[src/rtl/uart_tx_fifo.sv]
// uart_tx_fifo -- UART transmitter with a built-in transmit FIFO.
//
// The CPU pushes characters into the FIFO. The serialiser pops them and sends
// them back-to-back on tx. Frame format: start bit, DATA_BITS data bits LSB
// first, an optional parity bit, then STOP_BITS stop bits. Every bit lasts
// CLKS_PER_BIT clocks.
//
// Ports:
//   clk       system clock
//   rst       synchronous active-high reset (aborts any frame in flight)
//   wr_en     push request, sampled on the rising clk edge
//   wr_data   character to push
//   ovf_clr   clears the sticky overflow flag
//   tx        serial line, idle high, driven from a flop
//   full      FIFO holds DEPTH entries (registered)
//   empty     FIFO holds no entries (registered)
//   level     current FIFO occupancy, 0..DEPTH
//   overflow  sticky: a push was dropped because the FIFO was full
//   busy      serialiser active or FIFO not empty
module uart_tx_fifo #(
  parameter int DATA_BITS    = 8,
  parameter int DEPTH        = 16,
  parameter int CLKS_PER_BIT = 5200,
  parameter int PARITY       = 0,
  parameter int STOP_BITS    = 1
) (
  input  logic                     clk,
  input  logic                     rst,
  input  logic                     wr_en,
  input  logic [DATA_BITS-1:0]     wr_data,
  input  logic                     ovf_clr,
  output logic                     tx,
  output logic                     full,
  output logic                     empty,
  output logic [$clog2(DEPTH):0]   level,
  output logic                     overflow,
  output logic                     busy
);

  localparam int PTR_W = $clog2(DEPTH);
  localparam int LVL_W = PTR_W + 1;
  localparam int CNT_W = $clog2(CLKS_PER_BIT);
  localparam int BIT_W = $clog2(DATA_BITS);

  localparam logic [CNT_W-1:0] CNT_LAST  = CNT_W'(CLKS_PER_BIT - 1);
  localparam logic [BIT_W-1:0] DATA_LAST = BIT_W'(DATA_BITS - 1);
  localparam logic [BIT_W-1:0] STOP_LAST = BIT_W'(STOP_BITS - 1);
  localparam logic [LVL_W-1:0] LVL_FULL  = LVL_W'(DEPTH);

  // ---------------------------------------------------------------------
  // FIFO
  // ---------------------------------------------------------------------
  logic [DATA_BITS-1:0] mem [DEPTH];
  logic [PTR_W-1:0]     wr_ptr_reg;
  logic [PTR_W-1:0]     rd_ptr_reg;
  logic [LVL_W-1:0]     level_reg;
  logic [LVL_W-1:0]     level_next;
  logic                 full_reg;
  logic                 empty_reg;
  logic                 ovf_reg;
  logic                 push;
  logic                 pop;

  // The push is gated by the registered full flag. A pop in the same cycle
  // does not make room for that push.
  assign push = wr_en && !full_reg;

  // Storage array: no reset, write-only port here. The read happens in the
  // data latch below.
  always_ff @(posedge clk) begin
    if (push) begin
      mem[wr_ptr_reg] <= wr_data;
    end
  end

  always_comb begin
    level_next = level_reg;
    case ({push, pop})
      2'b10:   level_next = level_reg + LVL_W'(1);
      2'b01:   level_next = level_reg - LVL_W'(1);
      default: level_next = level_reg;
    endcase
  end

  always_ff @(posedge clk) begin
    if (rst) begin
      wr_ptr_reg <= '0;
      rd_ptr_reg <= '0;
      level_reg  <= '0;
      full_reg   <= 1'b0;
      empty_reg  <= 1'b1;
      ovf_reg    <= 1'b0;
    end else begin
      if (push) begin
        wr_ptr_reg <= wr_ptr_reg + PTR_W'(1);
      end
      if (pop) begin
        rd_ptr_reg <= rd_ptr_reg + PTR_W'(1);
      end
      level_reg <= level_next;
      full_reg  <= (level_next == LVL_FULL);
      empty_reg <= (level_next == '0);
      // A dropped push takes priority over a simultaneous clear.
      if (wr_en && full_reg) begin
        ovf_reg <= 1'b1;
      end else if (ovf_clr) begin
        ovf_reg <= 1'b0;
      end
    end
  end

  // ---------------------------------------------------------------------
  // Serialiser
  // ---------------------------------------------------------------------
  typedef enum logic [2:0] {
    ST_IDLE,
    ST_START,
    ST_DATA,
    ST_PARITY,
    ST_STOP
  } state_t;

  state_t               state_reg;
  state_t               state_next;
  logic [CNT_W-1:0]     cnt_reg;
  logic [CNT_W-1:0]     cnt_next;
  logic [BIT_W-1:0]     bit_reg;
  logic [BIT_W-1:0]     bit_next;
  logic [DATA_BITS-1:0] data_reg;
  logic                 tx_reg;
  logic                 tx_next;
  logic                 par_bit;
  logic                 cnt_done;

  // The character is captured on the pop edge. This is the registered read
  // of the storage array. The first data bit is needed only after a whole
  // start bit, so the capture is never late.
  always_ff @(posedge clk) begin
    if (pop) begin
      data_reg <= mem[rd_ptr_reg];
    end
  end

  assign cnt_done = (cnt_reg == CNT_LAST);
  assign par_bit  = (PARITY == 1) ? ~(^data_reg) : (^data_reg);

  always_comb begin
    state_next = state_reg;
    cnt_next   = cnt_reg;
    bit_next   = bit_reg;
    pop        = 1'b0;
    tx_next    = 1'b1;

    if (state_reg != ST_IDLE) begin
      cnt_next = cnt_done ? '0 : cnt_reg + CNT_W'(1);
    end

    case (state_reg)
      ST_IDLE: begin
        if (!empty_reg) begin
          pop        = 1'b1;
          state_next = ST_START;
          cnt_next   = '0;
        end
      end
      ST_START: begin
        if (cnt_done) begin
          state_next = ST_DATA;
          bit_next   = '0;
        end
      end
      ST_DATA: begin
        if (cnt_done) begin
          if (bit_reg == DATA_LAST) begin
            bit_next   = '0;
            state_next = (PARITY != 0) ? ST_PARITY : ST_STOP;
          end else begin
            bit_next = bit_reg + BIT_W'(1);
          end
        end
      end
      ST_PARITY: begin
        if (cnt_done) begin
          state_next = ST_STOP;
        end
      end
      ST_STOP: begin
        // bit_reg counts the stop bits. If the FIFO still has data, the last
        // stop cycle pops the next character, so there is no idle gap.
        if (cnt_done) begin
          if (bit_reg == STOP_LAST) begin
            bit_next = '0;
            if (!empty_reg) begin
              pop        = 1'b1;
              state_next = ST_START;
            end else begin
              state_next = ST_IDLE;
            end
          end else begin
            bit_next = bit_reg + BIT_W'(1);
          end
        end
      end
      default: begin
        state_next = ST_IDLE;
      end
    endcase

    // tx is registered. Its value follows the state being entered.
    case (state_next)
      ST_START:  tx_next = 1'b0;
      ST_DATA:   tx_next = data_reg[bit_next];
      ST_PARITY: tx_next = par_bit;
      default:   tx_next = 1'b1;
    endcase
  end

  always_ff @(posedge clk) begin
    if (rst) begin
      state_reg <= ST_IDLE;
      cnt_reg   <= '0;
      bit_reg   <= '0;
      tx_reg    <= 1'b1;
    end else begin
      state_reg <= state_next;
      cnt_reg   <= cnt_next;
      bit_reg   <= bit_next;
      tx_reg    <= tx_next;
    end
  end

  assign tx       = tx_reg;
  assign full     = full_reg;
  assign empty    = empty_reg;
  assign level    = level_reg;
  assign overflow = ovf_reg;
  assign busy     = (state_reg != ST_IDLE) || !empty_reg;

endmodule

[config.mk]
export PLATFORM = sky130hd
export DESIGN_NAME = uart_tx_fifo
export DESIGN_NICKNAME = d
export VERILOG_FILES = /design/src/rtl/uart_tx_fifo.sv
export SDC_FILE = /design/constraint.sdc
export NUM_CORES = 1
export LEC_CHECK = 0
export ABC_AREA = 0
export CAP_MARGIN = 30
export CORE_MARGIN = 5
export CORE_UTILIZATION = 40
export CTS_CLUSTER_DIAMETER = 120
export DETAILED_ROUTE_END_ITERATION = 12
export SYNTH_ARGS = -nofsm -noshare
export SYNTH_HDL_FRONTEND = slang
export SYNTH_SLANG_ARGS = --single-unit
[constraint.sdc]
create_clock -name clk -period 3.6 [get_ports clk]
set_input_delay 0.36 -clock clk [delete_from_list [all_inputs] [get_ports clk]]
set_output_delay 0.36 -clock clk [all_outputs]
set_load 0.005 [all_outputs]
* Word level (Yosys, flattened, before mapping) *
Memories as Yosys holds them, arrays and structs flattened. A register that Yosys moved wholly into a read port is not among the register bits.
Cells that the tools add are included.

storage, ports and cells
  bits in registers = 36
  bits in writable memories = 128
  input bits = 12
  logic and storage cells = 72
  memories = 1

operators by class
  add/sub/neg operators = 6
  magnitude comparators = 1
  equal/unequal tests = 12
  multiplexer cells = 31
  reductions and logical operators = 11

memory list
  memory  words  bits a word  rd ports  clocked after Yosys merged registers in  wr ports  RTL line  source
  mem     16     8            1         1                                        1         53        logic [DATA_BITS-1:0] mem [DEPTH];

operator list
  kind                     number
  $mux W13                 4
  $mux W3                  12
  $pmux W3 S5              1
  $add A13 B1 Y13 const B  1
  $eq A13 B13 Y1 const B   1
  $eq A3 B2 Y1 const B     4
  $pmux W5 S2              1
  $mux W1                  9
  $pmux W3 S3              1
  $add A4 B1 Y4 const B    2
  $reduce_xor A8 Y1        1
  $eq A3 B1 Y1 const B     2
  $eq A3 B3 Y1 const B     2
  $logic_not A3 Y1         2
  $add A5 B1 Y5 const B    1
  $eq A5 B5 Y1 const B     1
  $logic_not A5 Y1         1
  $sub A5 B1 Y5 const B    1
  $lt A3 B4 Y1 const B     1
  $add A3 B1 Y3 const B    1
  $bmux W1 S3              1
  $pmux W1 S3              1
  $reduce_bool A3 Y1       1
  $eq A2 B1 Y1 const B     1
  6 further kinds          8

* Logic depth before layout (Yosys ltp) *
  depth after elaboration = 7
  depth in mapped cells = 14
  depth with buffers taken out = 14

* Worst setup path before layout *
Ideal clock, no wire load.

  path type = register to register
  start point = register bit_reg[1]
  end point = register full_reg, in the netlist full
  library setup time = 0.080 ns
  arrival time = 3.123 ns
  path slack = 0.397 ns
  cell stages (with the launch flop) = 15
  period minus slack after synthesis = 3.203 ns
  path through = dfxtp_1 > inv_1 > ha_1 > or4bb_1 > o41a_1 > nor2_1 > ha_1 > buf_6 > or2_2 > nor4b_1 > nand3_1 > nand3_1 > o21ai_0 > a21oi_2 > nor3b_1

on the way
  cells in the longest elaborated chain, start to end = 7
  elaborated cells between the ends (all ways) = 8
  those cells by class = eq/ne: 3; mux: 4; reduce/logical: 1

ends and longest elaborated chain
  item                                                 RTL line  source
  from (decl)                                          127       logic [BIT_W-1:0] bit_reg;
  from (signal assigned)                               227       bit_reg <= bit_next;
  $logic_not A3 Y1 *                                   191       if (bit_reg == STOP_LAST) begin
  $mux W1 *                                            191
  $mux W1 *                                            190       if (cnt_done) begin
  $pmux W1 S2 *                                        158       case (state_reg)
  $eq A2 B1 Y1 / $eq A2 B2 Y1 (equally long branches)  78        case ({push, pop})
  $pmux W5 S2 *                                        78
  $eq A5 B5 Y1 *                                       101       full_reg <= (level_next == LVL_FULL);
  to (signal assigned)                                 101
  to (decl)                                            58        logic full_reg;

Mark *: on every way between the ends. The rest lies on a longest branch, timed or not.
A chain may end at the register's enable or synchronous reset.

* Worst setup path in the final report *
  start point = register bit_reg[0]
  end point = register full_reg, in the netlist full

Same word-level chain as after synthesis.

==> impl_metrics.tcl <==
set metrics [dict create \
    status "finished clean" \
    n_fill_cell 1568 \
    wl_per_cell_microns 18.83 \
    max-vdd-ir-drop_mv 0.4217 \
    fmax_mhz 302.8 \
    cap_violations 0 \
    synth-edff-count 136 \
    grt_pass1_vias 4183 \
    critical_path_arrival_ns 3.64 \
    drtIter0Drc 378 \
    syn2layout_area_growth_pct 14.07 \
    core_sq_mm 0.01802 \
    num_rows 49 \
    hp-class "flip-flop to flip-flop" \
    final_nets 528 \
    ys_seq_elements 172 \
    cts_tree "built" \
    finalClockSkew_ns 0.008994 \
    final_antenna_net_count 0 \
    fin_crit_sh 0.9173 \
    clockBufferDepth 2 \
    postSynthCellCount 477 \
    slowest_stage "or4bb_1" \
    min_period_ns 3.302 \
    grt_pass1_wl_microns 22630 \
    hold_viol 0 \
    swShare 0.2933 \
    h-tree-depth 4 \
    io_buffers 21 \
    fin_tns_setup_ns 0 \
    path_class "flip-flop to flip-flop" \
    antenna_found_initial 0 \
    multi_input_area_sq_mm 0.002407 \
    drc_errors 0 \
    syn-num-nets 500 \
    finalPower_mw 5.581 \
    critPathRequiredTime_ns 3.94 \
    ys_warn_count 0 \
    netSwitchingPower_mw 1.637 \
    postCtsHoldBufs 0 \
    grt_max_degree 36 \
    power.share.combinational 0.247 \
    hpwlAfterDp_microns 9747 \
    end_kind "flip-flop" \
    pin_count 22 \
    max-slew-margin-rel 0.4508 \
    clk_pin_slew_ns 0.07 \
    grt_setup_unrepaired "false" \
    final-seq-area_sq_mm 0.004806 \
    seq_area_frac_synth 0.6542 \
    grt.total_usage 0.1356 \
    clock_sinks 172 \
    powerDensity_mw_per_mm2 666.1 \
    vias 4126 \
    drv_slew 0 \
    syn_area_per_cell_sq_um 15.40 \
    cellLeakagePower_nw 2.723 \
    grt_overflow 0 \
    synthesis.area_sq_mm 0.007345 \
    p_int_mw 3.944 \
    insertion_delay_ns 0.42 \
    die_area_sq_mm 0.02117 \
    cts_root_buf "clkbuf_16" \
    die_x_microns 145.5 \
    largest_register_ffs 128 \
    gp_congestion 0.8251 \
    cp_cell_sequence "inv_1 > ha_1 > or4bb_1 > o41a_1 > nor2_1 > ha_1 > or2_2 > nor4b_2 > nand3_1 > nand3_1 > o21ai_0 > a21oi_2 > nor3b_1" \
    synthArstFlopShare 0 \
    worstSetupStartpointType "flip-flop" \
    drtPass1Iterations 8 \
    critical_path.max_stage_delay_ns 0.56 \
    die_h_microns 145.5 \
    worstMarginPinSlew_ns 0.8208 \
    initial_core_util 0.4075 \
    wirelength_microns 14060 \
    synth_cell_types 62 \
    drive_gt1_frac 0.1853 \
    p_clk_frac 0.308 \
    pwr-share-seq 0.445 \
    viasPerCell 5.523 \
    antenna_cells 0 \
    cp_max_fo 3 \
    setup_viol_count_final 0 \
    cts_buffers 17 \
    ys.flop_type "edfxtp_1" \
]
kinds of logic (layout without fill, tap and decap cells):
family | after synthesis | in the layout | share of synthesized area
AOI/OAI and AO/OA | 63 | 63 | 0.05861
xor gates and xnor gates | 17 | 17 | 0.02027
adders and majority gates | 11 | 11 | 0.01874
buffers and inverters | 31 | 72 | 0.01891
DFF | 172 | 172 | 0.6542
muxes | 46 | 46 | 0.1319
and+or+nand+nor | 137 | 137 | 0.09745
cell usage in the layout, fill, tap and decap left out, types with 3 or more instances in the layout:
cell,netlist,final
o21ai_0,19,19
nor2b_1,4,4
and3_1,8,8
clkinv_1,0,3
nor2_1,44,44
edfxtp_1,136,136
nand2_1,23,23
nand3b_1,3,3
inv_6,0,4
a21oi_1,17,17
mux4_2,40,40
nand4_1,6,6
ha_1,11,11
buf_4,0,12
clkbuf_16,0,17
nor3b_1,4,4
clkdlybuf4s50_1,0,21
nand2b_1,6,6
nand3_1,6,6
inv_1,7,7
mux2i_1,3,3
xnor2_1,10,10
xor2_1,7,7
dfxtp_1,36,35
and2_1,3,3
nor3_1,13,13
inv_8,0,5
critical path: cells and delay by family (launching register included):
kind	cells	cell delay, ns
AND/OR/NAND/NOR	7	1.71
AO/OA/AOI/OAI	3	0.69
adder cells (fa/ha/maj)	2	0.41
buffers and inverters	1	0.08
flip-flops	1	0.33
timing repair:
action,4_1_cts,5_1_grt
hold endpoints to repair,0,0
setup endpoints to repair,0,1
gates resized for setup,0,1
setup buffers,0,1
stage by stage:
| step | instances | hold WS, ns | cell area (sq um) | setup WS, ns | util |
|---|---|---|---|---|---|
| finish | 747 | 0.4771 | 8378 | 0.2977 | 0.4648 |
| global route | 747 | 0.5228 | 8378 | 0.06196 | 0.4648 |
| CTS | 746 | 0.4850 | 8364 | 0.1799 | 0.4640 |
| detailed placement | 714 | 0.4740 | 7812 | 0.2578 | 0.4334 |
| global placement | 714 | 0.4560 | 7812 | 0.3873 | 0.4334 |
| floorplan | 477 | 0.4482 | 7345 | 0.3973 | - |
routing by layer:
layer / part of all wire / GRT usage / routed length [microns] / vias to the layer above
met5: 0 / 0 / 0 / -
met1: 0.42 / 0.1711 / 5921 / 2068
met4: 0.010 / 0.04618 / 142 / 0
met3: 0.051 / 0.03177 / 720 / 9
li1: - / - / - / 1920
met2: 0.52 / 0.2306 / 7278 / 129
cell type report:
class                   count  area share
inverters                   7    0.003136
well taps                 229     0.03420
clock buffers              17     0.05078
multi-input cells         274      0.2873
clock inverters            15     0.01508
repair buffers             33     0.03584
flip-flops and latches    172      0.5736
power groups by stage:
| stage | clock network, mW | registers, mW | logic, mW |
|---|---|---|---|
| after floorplan | 0 | 2.43 | 1.08 |
| after global placement | 0 | 2.53 | 1.34 |
| after detailed placement | 0 | 2.53 | 1.38 |
| after CTS | 1.76 | 2.49 | 1.39 |
| after global routing | 1.85 | 2.51 | 1.50 |
| final | 1.72 | 2.49 | 1.38 |
path summary, 6_finish.rpt:
kind / cells after the start / to / start / slack, ns
setup reg to reg: 13 / full$_SDFF_PP0_ / bit_reg[0]$_SDFF_PP0_ / 0.30
setup / recovery: 13 / full$_SDFF_PP0_ / bit_reg[0]$_SDFF_PP0_ / 0.30
hold reg to reg: 2 / overflow$_SDFFE_PP0P_ / overflow$_SDFFE_PP0P_ / 0.48
hold / removal: 2 / overflow$_SDFFE_PP0P_ / overflow$_SDFFE_PP0P_ / 0.48
Yosys cell counts (2+ instances only):
master    count  share of area
buf_6         3         0.0046
mux4_2       40           0.12
o31a_1        2         0.0024
a41oi_1       2         0.0024
nor4_1        2         0.0017
or3_1         2         0.0017
nor2b_1       4         0.0034
buf_1         7         0.0036
xnor2_1      10          0.012
o21ai_0      19          0.013
nand3b_1      3         0.0031
clkbuf_1     14         0.0072
dfxtp_1      36          0.098
nor2_1       44          0.022
ha_1         11          0.019
o211ai_1      2         0.0020
nor3_1       13         0.0089
inv_1         7         0.0036
a21oi_1      17          0.012
nand3_1       6         0.0041
mux2i_1       3         0.0041
a31oi_1       2         0.0017
nand4_1       6         0.0051
a32oi_1       2         0.0024
and2_1        3         0.0026
nand2b_1      6         0.0051
xor2_1        7         0.0083
mux2_2        2         0.0031
nor4b_1       2         0.0024
nor3b_1       4         0.0041
and3_1        8         0.0068
nand2_1      23          0.012
edfxtp_1    136           0.56
(Power assumes the default switching activity.)
